--- src/rtl/axi_lite_reg_slave.sv ---
// AXI4-Lite slave with a small word register file; register 0 is a constant ID.
// Write and read channels run as independent state machines sharing only the register array.
module axi_lite_reg_slave #(
    parameter int                    ADDR_WIDTH = 32,
    parameter int                    DATA_WIDTH = 32,
    parameter int                    NUM_REGS   = 16,
    parameter logic [ADDR_WIDTH-1:0] BASE_ADDR  = 32'h0000_0000,
    parameter logic [DATA_WIDTH-1:0] ID_VALUE   = 32'hA5A5_0001
) (
    input  logic                  clk,
    input  logic                  rst_n,
    input  logic [ADDR_WIDTH-1:0] awaddr,
    input  logic [2:0]            awprot,
    input  logic                  awvalid,
    output logic                  awready,
    input  logic [DATA_WIDTH-1:0] wdata,
    input  logic [3:0]            wstrb,
    input  logic                  wvalid,
    output logic                  wready,
    output logic [1:0]            bresp,
    output logic                  bvalid,
    input  logic                  bready,
    input  logic [ADDR_WIDTH-1:0] araddr,
    input  logic [2:0]            arprot,
    input  logic                  arvalid,
    output logic                  arready,
    output logic [DATA_WIDTH-1:0] rdata,
    output logic [1:0]            rresp,
    output logic                  rvalid,
    input  logic                  rready
);

    localparam int                    IDX_W       = $clog2(NUM_REGS);
    localparam logic [ADDR_WIDTH-1:0] WIN_BYTES   = ADDR_WIDTH'(NUM_REGS * 4);
    localparam logic [1:0]            RESP_OKAY   = 2'b00;
    localparam logic [1:0]            RESP_SLVERR = 2'b10;

    typedef enum logic [1:0] {W_IDLE, W_HAVE_AW, W_HAVE_W, W_RESP} w_state_t;

    // Offsets are taken modulo 2^ADDR_WIDTH, so addresses below the base wrap far outside the window.
    function automatic logic in_window(input logic [ADDR_WIDTH-1:0] off);
        return off < WIN_BYTES;
    endfunction

    w_state_t              w_state_q, w_state_d;
    logic [ADDR_WIDTH-1:0] aw_addr_q, aw_addr_d;
    logic [DATA_WIDTH-1:0] w_data_q, w_data_d;
    logic [3:0]            w_strb_q, w_strb_d;
    logic [1:0]            bresp_q, bresp_d;
    logic [DATA_WIDTH-1:0] regs_q [NUM_REGS];
    logic [DATA_WIDTH-1:0] regs_d [NUM_REGS];
    logic                  rvalid_q, rvalid_d;
    logic [DATA_WIDTH-1:0] rdata_q, rdata_d;
    logic [1:0]            rresp_q, rresp_d;

    logic                  aw_hs_s, w_hs_s, ar_hs_s, commit_s;
    logic [ADDR_WIDTH-1:0] wr_addr_s, wr_off_s, rd_off_s;
    logic [DATA_WIDTH-1:0] wr_data_s;
    logic [3:0]            wr_strb_s;
    logic [IDX_W-1:0]      wr_idx_s, rd_idx_s;
    logic                  unused_s;

    assign unused_s = ^{awprot, arprot};

    // Ready lines are held low while reset is asserted so nothing handshakes during reset.
    assign awready = rst_n && ((w_state_q == W_IDLE) || (w_state_q == W_HAVE_W));
    assign wready  = rst_n && ((w_state_q == W_IDLE) || (w_state_q == W_HAVE_AW));
    assign bvalid  = (w_state_q == W_RESP);
    assign bresp   = bresp_q;
    assign aw_hs_s = awvalid && awready;
    assign w_hs_s  = wvalid && wready;

    // The commit uses whichever half arrives this cycle directly and the other from its latch.
    assign wr_addr_s = aw_hs_s ? awaddr : aw_addr_q;
    assign wr_data_s = w_hs_s ? wdata : w_data_q;
    assign wr_strb_s = w_hs_s ? wstrb : w_strb_q;
    assign wr_off_s  = wr_addr_s - BASE_ADDR;
    assign wr_idx_s  = wr_off_s[IDX_W+1:2];

    // Write channel next-state and commit decision.
    always_comb begin
        w_state_d = w_state_q;
        commit_s  = 1'b0;
        aw_addr_d = aw_hs_s ? awaddr : aw_addr_q;
        w_data_d  = w_hs_s ? wdata : w_data_q;
        w_strb_d  = w_hs_s ? wstrb : w_strb_q;
        case (w_state_q)
            W_IDLE: begin
                if (aw_hs_s && w_hs_s) begin
                    commit_s  = 1'b1;
                    w_state_d = W_RESP;
                end else if (aw_hs_s) begin
                    w_state_d = W_HAVE_AW;
                end else if (w_hs_s) begin
                    w_state_d = W_HAVE_W;
                end else begin
                    w_state_d = W_IDLE;
                end
            end
            W_HAVE_AW: begin
                if (w_hs_s) begin
                    commit_s  = 1'b1;
                    w_state_d = W_RESP;
                end else begin
                    w_state_d = W_HAVE_AW;
                end
            end
            W_HAVE_W: begin
                if (aw_hs_s) begin
                    commit_s  = 1'b1;
                    w_state_d = W_RESP;
                end else begin
                    w_state_d = W_HAVE_W;
                end
            end
            W_RESP: begin
                if (bready) begin
                    w_state_d = W_IDLE;
                end else begin
                    w_state_d = W_RESP;
                end
            end
            default: w_state_d = W_IDLE;
        endcase
        if (commit_s) begin
            bresp_d = in_window(wr_off_s) ? RESP_OKAY : RESP_SLVERR;
        end else begin
            bresp_d = bresp_q;
        end
    end

    // Byte-lane register update; index 0 is the ID and never takes writes.
    always_comb begin
        regs_d = regs_q;
        if (commit_s && in_window(wr_off_s) && (wr_idx_s != {IDX_W{1'b0}})) begin
            for (int i = 0; i < 4; i++) begin
                if (wr_strb_s[i]) begin
                    regs_d[wr_idx_s][8*i +: 8] = wr_data_s[8*i +: 8];
                end else begin
                    regs_d[wr_idx_s][8*i +: 8] = regs_q[wr_idx_s][8*i +: 8];
                end
            end
        end else begin
            regs_d = regs_q;
        end
    end

    // Write channel state, latched halves and response.
    always_ff @(posedge clk or negedge rst_n) begin
        if (!rst_n) begin
            w_state_q <= W_IDLE;
            aw_addr_q <= {ADDR_WIDTH{1'b0}};
            w_data_q  <= {DATA_WIDTH{1'b0}};
            w_strb_q  <= 4'b0000;
            bresp_q   <= 2'b00;
        end else begin
            w_state_q <= w_state_d;
            aw_addr_q <= aw_addr_d;
            w_data_q  <= w_data_d;
            w_strb_q  <= w_strb_d;
            bresp_q   <= bresp_d;
        end
    end

    // Register array storage.
    always_ff @(posedge clk or negedge rst_n) begin
        if (!rst_n) begin
            for (int i = 0; i < NUM_REGS; i++) begin
                regs_q[i] <= {DATA_WIDTH{1'b0}};
            end
        end else begin
            regs_q <= regs_d;
        end
    end

    assign arready  = !rvalid_q || rready;
    assign ar_hs_s  = arvalid && arready;
    assign rd_off_s = araddr - BASE_ADDR;
    assign rd_idx_s = rd_off_s[IDX_W+1:2];
    assign rvalid   = rvalid_q;
    assign rdata    = rdata_q;
    assign rresp    = rresp_q;

    // Read channel: load on AR handshake from pre-edge register state, else drain on rready.
    always_comb begin
        rvalid_d = rvalid_q;
        rdata_d  = rdata_q;
        rresp_d  = rresp_q;
        if (ar_hs_s) begin
            rvalid_d = 1'b1;
            if (!in_window(rd_off_s)) begin
                rdata_d = {DATA_WIDTH{1'b0}};
                rresp_d = RESP_SLVERR;
            end else if (rd_idx_s == {IDX_W{1'b0}}) begin
                rdata_d = ID_VALUE;
                rresp_d = RESP_OKAY;
            end else begin
                rdata_d = regs_q[rd_idx_s];
                rresp_d = RESP_OKAY;
            end
        end else if (rready) begin
            rvalid_d = 1'b0;
        end else begin
            rvalid_d = rvalid_q;
        end
    end

    // Read channel registers.
    always_ff @(posedge clk or negedge rst_n) begin
        if (!rst_n) begin
            rvalid_q <= 1'b0;
            rdata_q  <= {DATA_WIDTH{1'b0}};
            rresp_q  <= 2'b00;
        end else begin
            rvalid_q <= rvalid_d;
            rdata_q  <= rdata_d;
            rresp_q  <= rresp_d;
        end
    end

endmodule
--- config.mk ---
export PLATFORM = sky130hd
export DESIGN_NAME = axi_lite_reg_slave
export DESIGN_NICKNAME = d
export VERILOG_FILES = /design/src/rtl/axi_lite_reg_slave.sv
export SDC_FILE = /design/constraint.sdc
export NUM_CORES = 1
export LEC_CHECK = 0
export ABC_CLOCK_PERIOD_IN_PS = 8500
export BUFFER_PORTS_ARGS = -buffer_cell sky130_fd_sc_hd__buf_2
export CAP_MARGIN = 30
export CORE_ASPECT_RATIO = 0.5
export CORE_MARGIN = 2
export CORE_UTILIZATION = 45
export CTS_CLUSTER_DIAMETER = 150
export DETAILED_ROUTE_END_ITERATION = 7
export GPL_TIMING_DRIVEN = 1
export PLACE_DENSITY = 0.61
export SLEW_MARGIN = 0
export SYNTH_ARGS = -nofsm -noshare
export SYNTH_HDL_FRONTEND = slang
export SYNTH_SLANG_ARGS = --single-unit
--- constraint.sdc ---
create_clock -name clk -period 8.5 [get_ports clk]
set_clock_uncertainty 0.2 [all_clocks]
set_input_delay 0.85 -clock clk [delete_from_list [all_inputs] [get_ports clk]]
set_output_delay 0.85 -clock clk [all_outputs]
set_load 0.01 [all_outputs]
==> flow_results.xml <==
<?xml version="1.0" encoding="UTF-8"?>
<metrics>
  <group name="cts">
    <metric name="cts_inserted_buffers" unit="">57</metric>
    <metric name="clock_latency" unit="ns">0.65</metric>
    <metric name="clk_pin_slew" unit="ns">0.07</metric>
    <metric name="cts.repair_timing.setup_buffer_count" unit="">0</metric>
    <metric name="clock-root-buffer" unit="">clkbuf_16</metric>
    <metric name="clock_path_buffers" unit="">3</metric>
    <metric name="cts_sinks" unit="">615</metric>
    <metric name="hold_buffers" unit="">0</metric>
    <metric name="cts_tree" unit="">built</metric>
    <metric name="cts-htree-levels" unit="">2</metric>
    <metric name="cts_resized" unit="">0</metric>
  </group>
  <group name="die">
    <metric name="floorplan.io_pins" unit="">154</metric>
    <metric name="initial_core_util" unit="">0.453</metric>
    <metric name="chipHeight" unit="µm">190</metric>
    <metric name="die-width" unit="µm">376</metric>
    <metric name="die-area" unit="µm²">71500</metric>
    <metric name="floorplan.core_area" unit="µm²">68700</metric>
    <metric name="fp-row-count" unit="">68</metric>
  </group>
  <group name="timing">
    <metric name="achievable_frequency" unit="MHz">196</metric>
    <metric name="finalCritPeriodShare" unit="">0.602</metric>
    <metric name="worstMarginPinSlew" unit="ns">1.05</metric>
    <metric name="period_needed" unit="ns">5.11</metric>
    <metric name="max-slew-margin-rel" unit="">0.295</metric>
    <metric name="report.final.slew_viol_count" unit="">0</metric>
    <metric name="total_negative_slack" unit="ns">0</metric>
    <metric name="layout_setup_ws" unit="ns">3.39</metric>
    <metric name="rsz_0062_raised_after_global_routing" unit="">false</metric>
    <metric name="finalHoldViolCount" unit="">0</metric>
    <metric name="setup_viol" unit="">0</metric>
  </group>
  <group name="run">
    <metric name="timing.max_cap.violations" unit="">0</metric>
  </group>
  <group name="pwr">
    <metric name="total_power_divided_by_cell_area" unit="nW/µm²">254</metric>
    <metric name="power.total" unit="mW">8.74</metric>
    <metric name="peakVddDrop" unit="µV">221</metric>
    <metric name="cellLeakagePower" unit="nW">15.2</metric>
  </group>
  <group name="routing">
    <metric name="vias_per_cell" unit="">5.97</metric>
    <metric name="finalWirelength" unit="µm">93000</metric>
    <metric name="routed_wl_per_cell" unit="µm">23.4</metric>
    <metric name="remaining_drc_errors" unit="">0</metric>
    <metric name="drt_pre_antenna_iters" unit="">5</metric>
    <metric name="postRouteAntennaNets" unit="">0</metric>
    <metric name="first_iteration_detailed_routing_drc_count" unit="">2311</metric>
    <metric name="num_vias" unit="">23700</metric>
  </group>
  <group name="synthesis">
    <metric name="synth_top_cells_by_area" unit="">dfrtp_1 49%, mux4_2 8.1%, nand2_1 6.0%, mux2i_1 5.5%, a21oi_1 5.2%</metric>
    <metric name="synth_top_flop_cell" unit="">dfrtp_1</metric>
    <metric name="post-synth-top-count-cell" unit="">dfrtp_1</metric>
    <metric name="synth_top_area_cell" unit="">dfrtp_1</metric>
    <metric name="ys.warnings.count" unit="">0</metric>
    <metric name="synth_edf_count" unit="">0</metric>
    <metric name="post_synth_inst_count" unit="">3030</metric>
    <metric name="yosys.area.top_type_share" unit="">0.494</metric>
    <metric name="synth-seq-cells" unit="">615</metric>
    <metric name="synth-async-reset-ratio" unit="">1.00</metric>
    <metric name="syn_area_per_cell" unit="µm²">10.3</metric>
    <metric name="distinct_cells_synth" unit="">53</metric>
    <metric name="synth_commonest_cells" unit="">615 x dfrtp_1, 499 x nand2_1, 386 x nor2_1</metric>
    <metric name="seq_area_frac_synth" unit="">0.494</metric>
    <metric name="synthesis.area" unit="µm²">31200</metric>
  </group>
  <group name="layout">
    <metric name="final-instance-count-excl-fill" unit="">3970</metric>
    <metric name="layout-area-overhead-vs-synth" unit="%">10.4</metric>
    <metric name="n_antenna_cell" unit="">0</metric>
    <metric name="n_fill_cell" unit="">6245</metric>
    <metric name="design.final.nets" unit="">3134</metric>
    <metric name="post_route_cells_drive_above_1_share" unit="">0.202</metric>
    <metric name="finish.utilization" unit="">0.501</metric>
  </group>
  <group name="placed_design">
    <metric name="post-place-cells" unit="">3870</metric>
    <metric name="dpl_worst_slack" unit="ns">2.70</metric>
    <metric name="gp_routability_congestion" unit="">0.808</metric>
    <metric name="place_hpwl" unit="µm">55400</metric>
    <metric name="place.port_buffers" unit="">141</metric>
  </group>
  <group name="global_routing">
    <metric name="grt_pass1_vias" unit="">23000</metric>
    <metric name="antenna_violations_before_repair" unit="">0</metric>
    <metric name="grt_pass1_wl" unit="µm">142000</metric>
    <metric name="overflow" unit="">0</metric>
    <metric name="grt_max_degree" unit="">175</metric>
    <metric name="grt_use_total" unit="">0.261</metric>
  </group>
  <group name="critical_path">
    <metric name="ff2ff_setup_slack" unit="ns">3.73</metric>
    <metric name="startpoint_type" unit="">input port</metric>
    <metric name="worst-endpoint-arrival" unit="ns">5.50</metric>
    <metric name="worstPathRequired" unit="ns">8.88</metric>
    <metric name="maximum_net_fanout_on_the_critical_path" unit="">93</metric>
    <metric name="critical_path.endpoint_type" unit="">register</metric>
    <metric name="path_class" unit="">input port to register</metric>
  </group>
  <group name="worst_hold_path">
    <metric name="hold_crit_path_type" unit="">input port to async pin</metric>
  </group>
  <group name="run_status">
    <metric name="outcome" unit="">completed</metric>
  </group>
</metrics>
-- final timing paths --
kind | to | depth (start not counted) | startpoint
max in group asynchronous | regs_q[19]$_DFFE_PN0P_ | 4 | rst_n
worst min-delay path | w_state_q[0]$_DFF_PN0_ | 1 | rst_n
worst max register to register | regs_q[89]$_DFFE_PN0P_ | 10 | w_state_q[0]$_DFF_PN0_
worst max-delay path | regs_q[89]$_DFFE_PN0P_ | 11 | rst_n
worst min register to register | regs_q[503]$_DFFE_PN0P_ | 0 | regs_q[503]$_DFFE_PN0P_
min in group clk | regs_q[503]$_DFFE_PN0P_ | 0 | regs_q[503]$_DFFE_PN0P_
-- worst max-delay path: stages --
cell	delay (ns)
buf_8	0.48
nand3b_4	0.66
a21oi_4	0.43
buf_4	0.75
buf_4	0.89
nand2_1	0.14
a21oi_1	0.16
nor4_1	0.09
a31oi_1	0.55
buf_4	0.27
mux2_2	0.15
-- flip-flops by register name, summed over array words and instances, names as in the netlist --
signal     cells
regs_q       512
rdata         32
w_data_q      32
aw_addr_q     30
w_strb_q       4
w_state_q      2
bresp          1
rresp          1
rvalid         1
-- area by class of cell --
| cell class | instances | area [µm²] | area share |
|---|---|---|---|
| Tap cell | 910 | 1140 | 0.0331 |
| Timing Repair Buffer | 212 | 1470 | 0.0426 |
| Multi-Input combinational cell | 2121 | 14500 | 0.421 |
| Clock inverter | 10 | 161 | 0.00469 |
| Inverter | 14 | 62.6 | 0.00182 |
| Sequential cell | 615 | 15400 | 0.447 |
| Clock buffer | 88 | 1700 | 0.0495 |
-- stage by stage --
stage	area, µm²	hold WS, ns
global placement	32200	0.165
CTS	34400	0.0124
detailed placement	32500	0.165
global route	34400	0.0461
finish	34400	0.00518
floorplan	31200	0.228
-- report_power, final --
group | total [mW] | switching (mW) | internal, mW
Clock | 2.65 | 1.16 | 1.49
Sequential | 3.15 | 0.0652 | 3.09
Combinational | 2.94 | 2.13 | 0.809
Total | 8.74 | 3.36 | 5.39
-- metal layers --
layer	share of wire	GRT usage	vias to the layer above	wire (µm)
met5	0	0	-	0
met3	0.068	0.0433	158	6340
met1	0.45	0.373	11900	41800
met2	0.45	0.404	851	41900
li1	-	-	10800	-
met4	0.032	0.0911	0	2980
-- cell families (layout without fill, tap and decap cells) --
| family | count (synthesis) | after routing | share of synthesized area |
|---|---|---|---|
| mux | 431 | 431 | 0.191 |
| simple gates | 1014 | 1014 | 0.136 |
| flops | 615 | 615 | 0.494 |
| compound gates | 674 | 674 | 0.137 |
| other cells | 1 | 2 | 0.000120 |
| buf+inv | 295 | 324 | 0.0434 |
-- cell usage in the layout (no fill, tap or decap), types with 42 or more instances in the layout --
cell | netlist | layout
dfrtp_1 | 615 | 615
a21oi_1 | 327 | 327
mux2i_1 | 171 | 170
mux2_2 | 143 | 143
o22ai_1 | 42 | 42
mux4_2 | 112 | 112
nand2_1 | 499 | 496
clkbuf_16 | 0 | 58
buf_2 | 125 | 137
nor2_1 | 386 | 384
o31ai_1 | 120 | 120
buf_4 | 21 | 60
o21ai_0 | 46 | 46
Note: power is estimated with default switching activity, not from simulation.
